`src/rtl/gost89_pkg.sv`:
```
// Shared types and constants for the GOST 28147-89 MAC sequencer and core.
package gost89_pkg;

  typedef enum logic [2:0] {IDLE, RUN, NEXT, PAD, DONE} state_t;

  typedef logic [63:0] block_t;

  localparam int BLOCK_BYTES = 8;
  localparam int CORE_ROUNDS = 16;

endpackage

```
`src/rtl/gost89_mac.sv`:
```
// GOST 28147-89 imitation (MAC) core: one round per clock, 16 rounds per block, chained by XOR.
// A load with reset high starts a fresh chain; busy rises after the load edge and falls 17 edges later.
module gost89_mac
  import gost89_pkg::*;
(
  input  logic         clk,
  input  logic         reset,
  input  logic         load_data,
  input  logic [511:0] sbox,
  input  logic [255:0] key,
  input  block_t       in,
  output logic [31:0]  out,
  output logic         busy
);

  logic [31:0] n1;
  logic [31:0] n2;
  logic [4:0]  rnd;
  logic [31:0] round_key;
  logic [31:0] sum;
  logic [31:0] subst;
  logic [31:0] f_val;

  // Rounds 0..7 and 8..15 both walk K0..K7; K0 sits in key[255:224].
  always_comb begin
    round_key = key[{~rnd[2:0], 5'd0} +: 32];
    sum       = n1 + round_key;
    subst     = '0;
    for (int j = 0; j < 8; j++) begin
      subst[4*j +: 4] = sbox[{3'(j), sum[4*j +: 4], 2'b00} +: 4];
    end
    f_val = {subst[20:0], subst[31:21]};
  end

  always_ff @(posedge clk) begin
    if (load_data) begin
      n1   <= reset ? in[63:32] : (n1 ^ in[63:32]);
      n2   <= reset ? in[31:0]  : (n2 ^ in[31:0]);
      rnd  <= '0;
      busy <= 1'b1;
    end else if (reset) begin
      n1   <= '0;
      n2   <= '0;
      rnd  <= '0;
      busy <= 1'b0;
      out  <= '0;
    end else if (busy) begin
      if (rnd == 5'(CORE_ROUNDS)) begin
        busy <= 1'b0;
        out  <= n1;
      end else begin
        n1  <= n2 ^ f_val;
        n2  <= n1;
        rnd <= rnd + 5'd1;
      end
    end
  end

endmodule

```
`src/rtl/gost89_pad.sv`:
```
// Combinational zero-padding of the final block: bytes at index >= bytes are cleared (0 means all 8 kept).
module gost89_pad
  import gost89_pkg::*;
(
  input  block_t     data,
  input  logic       last,
  input  logic [2:0] bytes,
  output block_t     padded
);

  logic [3:0] keep;

  always_comb begin
    keep   = (!last || bytes == 3'd0) ? 4'(BLOCK_BYTES) : {1'b0, bytes};
    padded = data;
    for (int k = 0; k < BLOCK_BYTES; k++) begin
      if (k >= int'(keep)) padded[8*(BLOCK_BYTES-1-k) +: 8] = 8'h00;
    end
  end

endmodule

```
`src/rtl/gost89_mac_ctrl.sv`:
```
// Message sequencer around gost89_mac: pads, feeds one block per idle core, returns the MAC.
// Build option GOST89_MAC_CTRL_KEY_LATCH_EN captures key/sbox at the first block of each message.
module gost89_mac_ctrl
  import gost89_pkg::*;
#(
  parameter int MAC_BITS = 32,
  parameter int CNT_W    = 16
) (
  input  logic                clk,
  input  logic                reset_n,
  input  logic [511:0]        sbox,
  input  logic [255:0]        key,
  input  logic                s_valid,
  output logic                s_ready,
  input  block_t              s_data,
  input  logic                s_last,
  input  logic [2:0]          s_bytes,
  output logic                m_valid,
  input  logic                m_ready,
  output logic [MAC_BITS-1:0] m_mac,
  output logic [CNT_W-1:0]    m_blocks
);

  state_t            state;
  state_t            nxt;
  logic [CNT_W-1:0]  count;
  logic [CNT_W-1:0]  count_inc;
  logic              last_q;
  logic              transfer;
  logic              core_reset;
  logic              core_load;
  logic              core_busy;
  logic [31:0]       core_out;
  block_t            pad_data;
  block_t            core_in;
  logic [255:0]      core_key;
  logic [511:0]      core_sbox;

  assign transfer  = s_valid && s_ready;
  assign count_inc = (count == '1) ? count : count + CNT_W'(1);

  always_ff @(posedge clk or negedge reset_n) begin
    if (!reset_n) state <= IDLE;
    else          state <= nxt;
  end

  always_comb begin
    nxt = state;
    case (state)
      IDLE: if (transfer) nxt = RUN;
      RUN: begin
        if (!core_busy) begin
          if (!last_q)                 nxt = NEXT;
          else if (count == CNT_W'(1)) nxt = PAD;
          else                         nxt = DONE;
        end
      end
      NEXT:    if (transfer) nxt = RUN;
      PAD:     nxt = RUN;
      DONE:    if (m_ready) nxt = IDLE;
      default: nxt = IDLE;
    endcase
  end

  // s_ready is gated by reset_n so it reads 0 while reset is held even though state is IDLE.
  always_comb begin
    s_ready    = reset_n && (state == IDLE || state == NEXT);
    m_valid    = (state == DONE);
    core_load  = transfer || (state == PAD);
    core_reset = !reset_n || (state == IDLE);
    core_in    = (state == PAD) ? '0 : pad_data;
  end

  always_ff @(posedge clk or negedge reset_n) begin
    if (!reset_n) begin
      count    <= '0;
      last_q   <= 1'b0;
      m_mac    <= '0;
      m_blocks <= '0;
    end else begin
      if (transfer) begin
        count  <= (state == IDLE) ? CNT_W'(1) : count_inc;
        last_q <= s_last;
      end else if (state == PAD) begin
        count  <= count_inc;
      end
      if (state == RUN && nxt == DONE) begin
        m_mac    <= core_out[31 -: MAC_BITS];
        m_blocks <= count;
      end
    end
  end

`ifdef GOST89_MAC_CTRL_KEY_LATCH_EN
  logic [255:0] key_q;
  logic [511:0] sbox_q;

  always_ff @(posedge clk or negedge reset_n) begin
    if (!reset_n) begin
      key_q  <= '0;
      sbox_q <= '0;
    end else if (transfer && state == IDLE) begin
      key_q  <= key;
      sbox_q <= sbox;
    end
  end

  assign core_key  = key_q;
  assign core_sbox = sbox_q;
`else
  assign core_key  = key;
  assign core_sbox = sbox;
`endif

  gost89_pad u_pad (
    .data   (s_data),
    .last   (s_last),
    .bytes  (s_bytes),
    .padded (pad_data)
  );

  gost89_mac u_core (
    .clk       (clk),
    .reset     (core_reset),
    .load_data (core_load),
    .sbox      (core_sbox),
    .key       (core_key),
    .in        (core_in),
    .out       (core_out),
    .busy      (core_busy)
  );

endmodule

```
`config.mk`:
```
export PLATFORM = sky130hd
export DESIGN_NAME = gost89_mac_ctrl
export DESIGN_NICKNAME = d
export VERILOG_FILES = /design/src/rtl/gost89_pkg.sv /design/src/rtl/gost89_mac.sv /design/src/rtl/gost89_pad.sv /design/src/rtl/gost89_mac_ctrl.sv
export SDC_FILE = /design/constraint.sdc
export NUM_CORES = 1
export LEC_CHECK = 0
export ABC_CLOCK_PERIOD_IN_PS = 9110
export CAP_MARGIN = 30
export CORE_AREA = 2 2 346 348
export DETAILED_ROUTE_END_ITERATION = 12
export DIE_AREA = 0 0 348 350
export SLEW_MARGIN = 20
export SYNTH_ARGS = -nofsm -noshare
export SYNTH_HDL_FRONTEND = slang
export SYNTH_SLANG_ARGS = --single-unit
export TNS_END_PERCENT = 100
```
`constraint.sdc`:
```
create_clock -name clk -period 9.11 [get_ports clk]
set_clock_uncertainty 0.1 [all_clocks]
set_input_delay 0.911 -clock clk [delete_from_list [all_inputs] [get_ports clk]]
set_output_delay 0.911 -clock clk [all_outputs]
set_load 0.005 [all_outputs]
```
# After elaboration in Yosys (flattened, before gate mapping)

Cells that the tools add are included.

RAM bits: 0
Word-level logic and storage cells: 100
Memories kept: 0
Flip-flop bits (word level): 170
Latch bits: 0
Output and inout bits: 50
ROM bits: 0
Input port bits: 840

Multipliers: 0
Div/mod/pow operators: 0
$add $sub $neg: 3
Shift-type cells: 9
Magnitude comparators: 8
Bitwise gates (word level): 6
Reductions and logical operators: 20
Eq/ne operators: 9
Multiplexer cells: 35

Operator list:

| operator                | count |
|---|---|
| $shiftx A512 B10 Y4     | 4 |
| $shiftx A512 B9 Y4      | 2 |
| $shiftx A512 B7 Y4      | 1 |
| $shiftx A512 B8 Y4      | 1 |
| $mux W32                | 12 |
| $shiftx A256 B9 Y32     | 1 |
| $xor A32 B32 Y32        | 3 |
| $mux W16                | 4 |
| $mux W64                | 1 |
| $mux W8                 | 8 |
| $add A32 B32 Y32        | 1 |
| $add A16 B1 Y16 const B | 1 |
| $eq A16 B1 Y1 const B   | 1 |
| $eq A16 B16 Y1 const B  | 1 |
| $ge A3 B4 Y1 const A    | 4 |
| $mux W3                 | 5 |
| $pmux W3 S4             | 1 |
| $ge A1 B4 Y1 const A    | 2 |
| $ge A2 B4 Y1 const A    | 2 |
| $eq A3 B2 Y1 const B    | 2 |
| $eq A3 B3 Y1 const B    | 2 |
| $logic_not A3 Y1        | 2 |
| $reduce_bool A2 Y1      | 3 |
| $add A5 B1 Y5 const B   | 1 |
| other kinds (14)        | 25 |

# Depth between registers and ports, before layout

Depth in word-level cells: 9
Mapped depth: 21

# Cells and area by module

Synthesis repeated with hierarchy kept, for this count alone.

Cell total of the unflattened synthesis: 1580
Area, all modules: 17450.5 µm²

Modules (own cells, without submodules):

| module          | instances | area each (µm²) | sequential area each (µm²) | cells an instance |
|---|---|---|---|---|
| gost89_mac      | 1         | 13316.5         | 3002.9                     | 1175 |
| gost89_mac_ctrl | 1         | 3563.4          | 1701.6                     | 317 |
| gost89_pad      | 1         | 570.5           | 0.0                        | 88 |

# Worst setup path after synthesis

OpenSTA, ideal clock, no wires.

Kind: reg2reg
From: register u_core.rnd[0]
To: register u_core.n1[15], data pin
Period minus slack after synthesis: 5440 ps
Setup time: 265 ps
Arrival: 5075 ps
Slack: 3670 ps
Stages on the path, launching flop included: 18
Data required time: 8745 ps
Cell sequence: dfxtp_1 -> buf_1 -> buf_1 -> mux4_2 -> mux2_2 -> ha_1 -> inv_1 -> fa_1 -> nand2b_1 -> nand2b_1 -> a21oi_1 -> xnor2_1 -> buf_2 -> mux4_2 -> mux4_2 -> xor2_1 -> nand3_1 -> o21ai_1

Word-level cells in the longest chain between the ends: 9

Ends and longest elaborated chain:

| element                | line             | source |
|---|---|---|
| start, declared        | gost89_mac.sv:18 | `logic [4:0] rnd;` |
| start signal, assigned | gost89_mac.sv:54 | `rnd <= rnd + 5'd1;` |
| $not A3 Y3             | gost89_mac.sv:26 | `round_key = key[{~rnd[2:0], 5'd0} +: 32];` |
| $shiftx A256 B9 Y32    | gost89_mac.sv:26 |  |
| $add A32 B32 Y32       | gost89_mac.sv:27 | `sum = n1 + round_key;` |
| $shiftx A512 B8 Y4     | gost89_mac.sv:30 | `subst[4*j +: 4] = sbox[{3'(j), sum[4*j +: 4], 2'b00} +: 4];` |
| $xor A32 B32 Y32       | gost89_mac.sv:52 | `n1 <= n2 ^ f_val;` |
| $mux W32               | gost89_mac.sv:48 | `if (rnd == 5'(CORE_ROUNDS)) begin` |
| $mux W32               | gost89_mac.sv:47 | `end else if (busy) begin` |
| $mux W32               | gost89_mac.sv:41 | `end else if (reset) begin` |
| $mux W32               | gost89_mac.sv:36 | `if (load_data) begin` |
| end signal, assigned   | gost89_mac.sv:37 | `n1 <= reset ? in[63:32] : (n1 ^ in[63:32]);` |
| end signal, assigned   | gost89_mac.sv:52 |  |
| end, declared          | gost89_mac.sv:16 | `logic [31:0] n1;` |

No other way between the ends. The select of a mux whose other input is x is not followed.
A chain may end at the register's enable or synchronous reset.

# Worst setup path after layout

From: register u_core.rnd[0]
To: register u_core.n1[3], data pin

Word-level cells in the longest chain between the ends: 9

Ends and longest elaborated chain:

| element             | line |
|---|---|
| $not A3 Y3          | gost89_mac.sv:26 |
| $shiftx A256 B9 Y32 | gost89_mac.sv:26 |
| $add A32 B32 Y32    | gost89_mac.sv:27 |
| $shiftx A512 B10 Y4 | gost89_mac.sv:30 |
| $xor A32 B32 Y32    | gost89_mac.sv:52 |
| $mux W32            | gost89_mac.sv:48 |
| $mux W32            | gost89_mac.sv:47 |
| $mux W32            | gost89_mac.sv:41 |
| $mux W32            | gost89_mac.sv:36 |

No other way between the ends. The select of a mux whose other input is x is not followed.

==> results_dict.tcl <==
set metrics [dict create \
    antenna_found_initial 28 \
    port_buffers 889 \
    dr_total_vias 17591 \
    startpoint_type "flop" \
    post-route-cell-area_mm2 0.0283 \
    setup_violations 0 \
    crit_chain "buf_4 > mux4_2 > mux2_2 > ha_1 > nand2_1 > nor4_1 > nor3_1 > a21oi_1 > o21ai_0 > xnor2_4 > buf_4 > mux2i_1 > mux2i_1 > mux2i_1 > or3_1 > o2111ai_1" \
    grt.overflow.total 0 \
    synth.distinct_cells 72 \
    pwr-share-seq 0.170 \
    relSlewSlack 0.354 \
    synth_flop_cell "edfxtp_1" \
    hold_viol_final 0 \
    path_buf_inv 2 \
    swShare 0.494 \
    status "finished, final reports clean" \
    fp.dieW_um 348 \
    fp-row-count 126 \
    clock.fmax_mhz 151 \
    yosysSeqAreaShare 0.281 \
    layout-drive-gt1-share 0.137 \
    cp_max_fo 39 \
    final_util 0.240 \
    place_congestion 0.904 \
    ir_drop_v 0.000144 \
    cts_buffers 17 \
    final_max_slew_viol_count 0 \
    cts.sinks 170 \
    crit_family "multiplexers" \
    synth_edf_count 96 \
    htree_levels 4 \
    nets 3386 \
    maxCapViolations 0 \
    p_int_mw 4.52 \
    async_flop_share 0.400 \
    syn_area_mm2 0.0167 \
    cts_resized 0 \
    postRouteAntennaNets 0 \
    cp.required_ps 9210 \
    p_sw_mw 4.42 \
    core_area_mm2 0.118 \
    grt_max_degree 53 \
    period_share 0.726 \
    viasPerCell 4.32 \
    hpwl_mm 89.4 \
    grt_pass1_wl_mm 138 \
    cts_tree "yes" \
    path_class "flop to flop" \
    cp-end-kind "flop" \
    syn_inst 1662 \
    start_util 0.142 \
    p_leak_nw 10.6 \
    hold-worst-slack_ps 256 \
    clk_pin_slew_ps 80 \
    ys_seq_elements 170 \
    cpMaxStageDelayCell "dfxtp_4" \
    layout_commonest_cell "clkdlybuf4s50_1" \
    clock_path_buffers 2 \
    synth_area_per_cell_um2 10.1 \
    dieArea_mm2 0.122 \
    clock_latency_ps 490 \
    die_h_um 350 \
    firstDrtPassIters 5 \
    worstMarginPinSlew_ps 970 \
    holdBufCountCts 0 \
    dpl-instance-area_mm2 0.0276 \
    power.share.clock 0.085 \
    busiest_layer "met2" \
    area_growth_pct 68.8 \
    p_comb_frac 0.745 \
    grt_pass1_vias 17683 \
    final_cell_mix "clkdlybuf4s50_1 (888), nand2_1 (182), mux2i_1 (152)" \
    yosys_warnings 0 \
    rsz0062_at_grt "no" \
    routedWlPerCell_um 25.5 \
    grt_use_met2 0.290 \
    critical_path.most_common_cell "mux2i_1" \
    routed_wirelength_mm 104 \
    synth_fp_nets 2538 \
    power_density_mw_per_mm2 316 \
    clockRootBuffer "clkbuf_16" \
    initialDrtViolationCount 1237 \
    cp_slowest_stage_delay_ps 840 \
    worstPathArrival_ps 6710 \
    drc 0 \
    tns_ps 0 \
    use_met1 0.203 \
    pin_count 890 \
    grt_use_total 0.164 \
    fill_cells 12565 \
    use_met3 0.0389 \
    hold_class "input pin to asynchronous set/reset pin" \
    fin_crit_ps 6610 \
    cts_setup_buffers 0 \
]
==> metal layers <==
metal / part of all wire / vias to the layer above
met1: 0.42 / 8564
li1: - / 8043
met5: 0.0012 / -
met2: 0.50 / 869
met3: 0.071 / 95
met4: 0.014 / 20
==> cells in the mapped netlist, drive strengths merged, types with 3 or more instances <==
master / n / share of area
a31oi: 10 / 0.0041
o21a: 8 / 0.0036
a211o: 6 / 0.0031
nand4: 29 / 0.011
clkbuf: 77 / 0.017
a32oi: 4 / 0.0021
o211ai: 14 / 0.0063
o21ai: 78 / 0.024
nand2: 184 / 0.041
mux4: 131 / 0.18
o21bai: 10 / 0.0045
o22ai: 9 / 0.0034
inv: 27 / 0.0061
ha: 35 / 0.026
mux2: 90 / 0.061
o22a: 3 / 0.0016
or2: 4 / 0.0015
a22oi: 4 / 0.0018
nor4: 5 / 0.0019
xnor2: 65 / 0.036
buf: 34 / 0.012
a221oi: 4 / 0.0021
o2111ai: 5 / 0.0026
nor3: 17 / 0.0051
mux2i: 152 / 0.091
a211oi: 14 / 0.0069
a21o: 10 / 0.0045
o221a: 4 / 0.0027
a21boi: 7 / 0.0031
o221ai: 13 / 0.0068
dfrtp: 68 / 0.10
a21oi: 83 / 0.025
xor2: 62 / 0.033
nor2: 89 / 0.020
dfxtp: 6 / 0.0072
or3: 10 / 0.0037
and3: 6 / 0.0022
a311oi: 4 / 0.0021
o31ai: 5 / 0.0022
nor2b: 5 / 0.0019
nand3: 110 / 0.033
nand2b: 23 / 0.0086
and2: 29 / 0.011
edfxtp: 96 / 0.17
==> worst register-to-register path, delay by kind of cell (launching register included) <==
family	cells	cell delay [ps]
muxes	5	1850
buffers and inverters	2	960
DFF	1	840
and+or+nand+nor	4	830
xor gates and xnor gates	1	750
AOI/OAI and AO/OA	3	510
adders and majority gates	1	500
==> through the flow <==
step	total power, mW	setup slack, ps	instances
after floorplan	5.56	3670	1662
after global placement	8.26	2080	4017
after detailed placement	8.35	2340	4024
after CTS	9.15	2310	4056
after global routing	9.58	2100	4062
final	8.93	2500	4070
==> power by group through the flow <==
stage | Clock (mW) | Combinational, mW | Sequential, mW
2_1_floorplan | 0 | 4.21 | 1.36
3_3_place_gp | 0 | 6.70 | 1.56
3_5_place_dp | 0 | 6.79 | 1.56
4_1_cts | 0.789 | 6.81 | 1.55
5_1_grt | 0.806 | 7.20 | 1.57
6_report | 0.756 | 6.65 | 1.52
==> state kept, by name, summed over array words and instances (netlist names), 3 cells and up <==
name        count
count          16
u_core.n1      32
u_core.out     32
m_mac          32
u_core.rnd      5
state           3
u_core.n2      32
m_blocks       16
==> cell type report <==
cell class / count / area (um^2) / share of cell area
repair buffers: 940 / 9330 / 0.330
clock inverters: 14 / 131 / 0.00465
inverters: 27 / 101 / 0.00359
well taps: 1536 / 1920 / 0.0680
multi-input cells: 1354 / 11600 / 0.411
flip-flops and latches: 170 / 4710 / 0.167
diodes: 11 / 27.5 / 0.000974
clock buffers: 18 / 439 / 0.0155
==> logic make-up after synthesis <==
kind of cell	share of synthesized area
AND/OR/NAND/NOR	0.145
multiplexers	0.328
adder cells (fa/ha/maj)	0.0273
AO/OA/AOI/OAI	0.115
XOR/XNOR	0.0689
buffers and inverters	0.0352
flip-flops	0.281
==> final timing paths <==
check	startpoint	to	slack (ps)	cells past startpoint
worst max-delay path	u_core.rnd[0]	u_core.n1[3]	2500	16
worst min-delay path	reset_n	count[3]	260	1
worst max register to register	u_core.rnd[0]	u_core.n1[3]	2500	16
worst min register to register	u_core.out[9]	m_mac[9]	370	1
max in group asynchronous	reset_n	m_mac[11]	7570	2
min in group clk	u_core.out[9]	m_mac[9]	370	1
(Power assumes the default switching activity.)
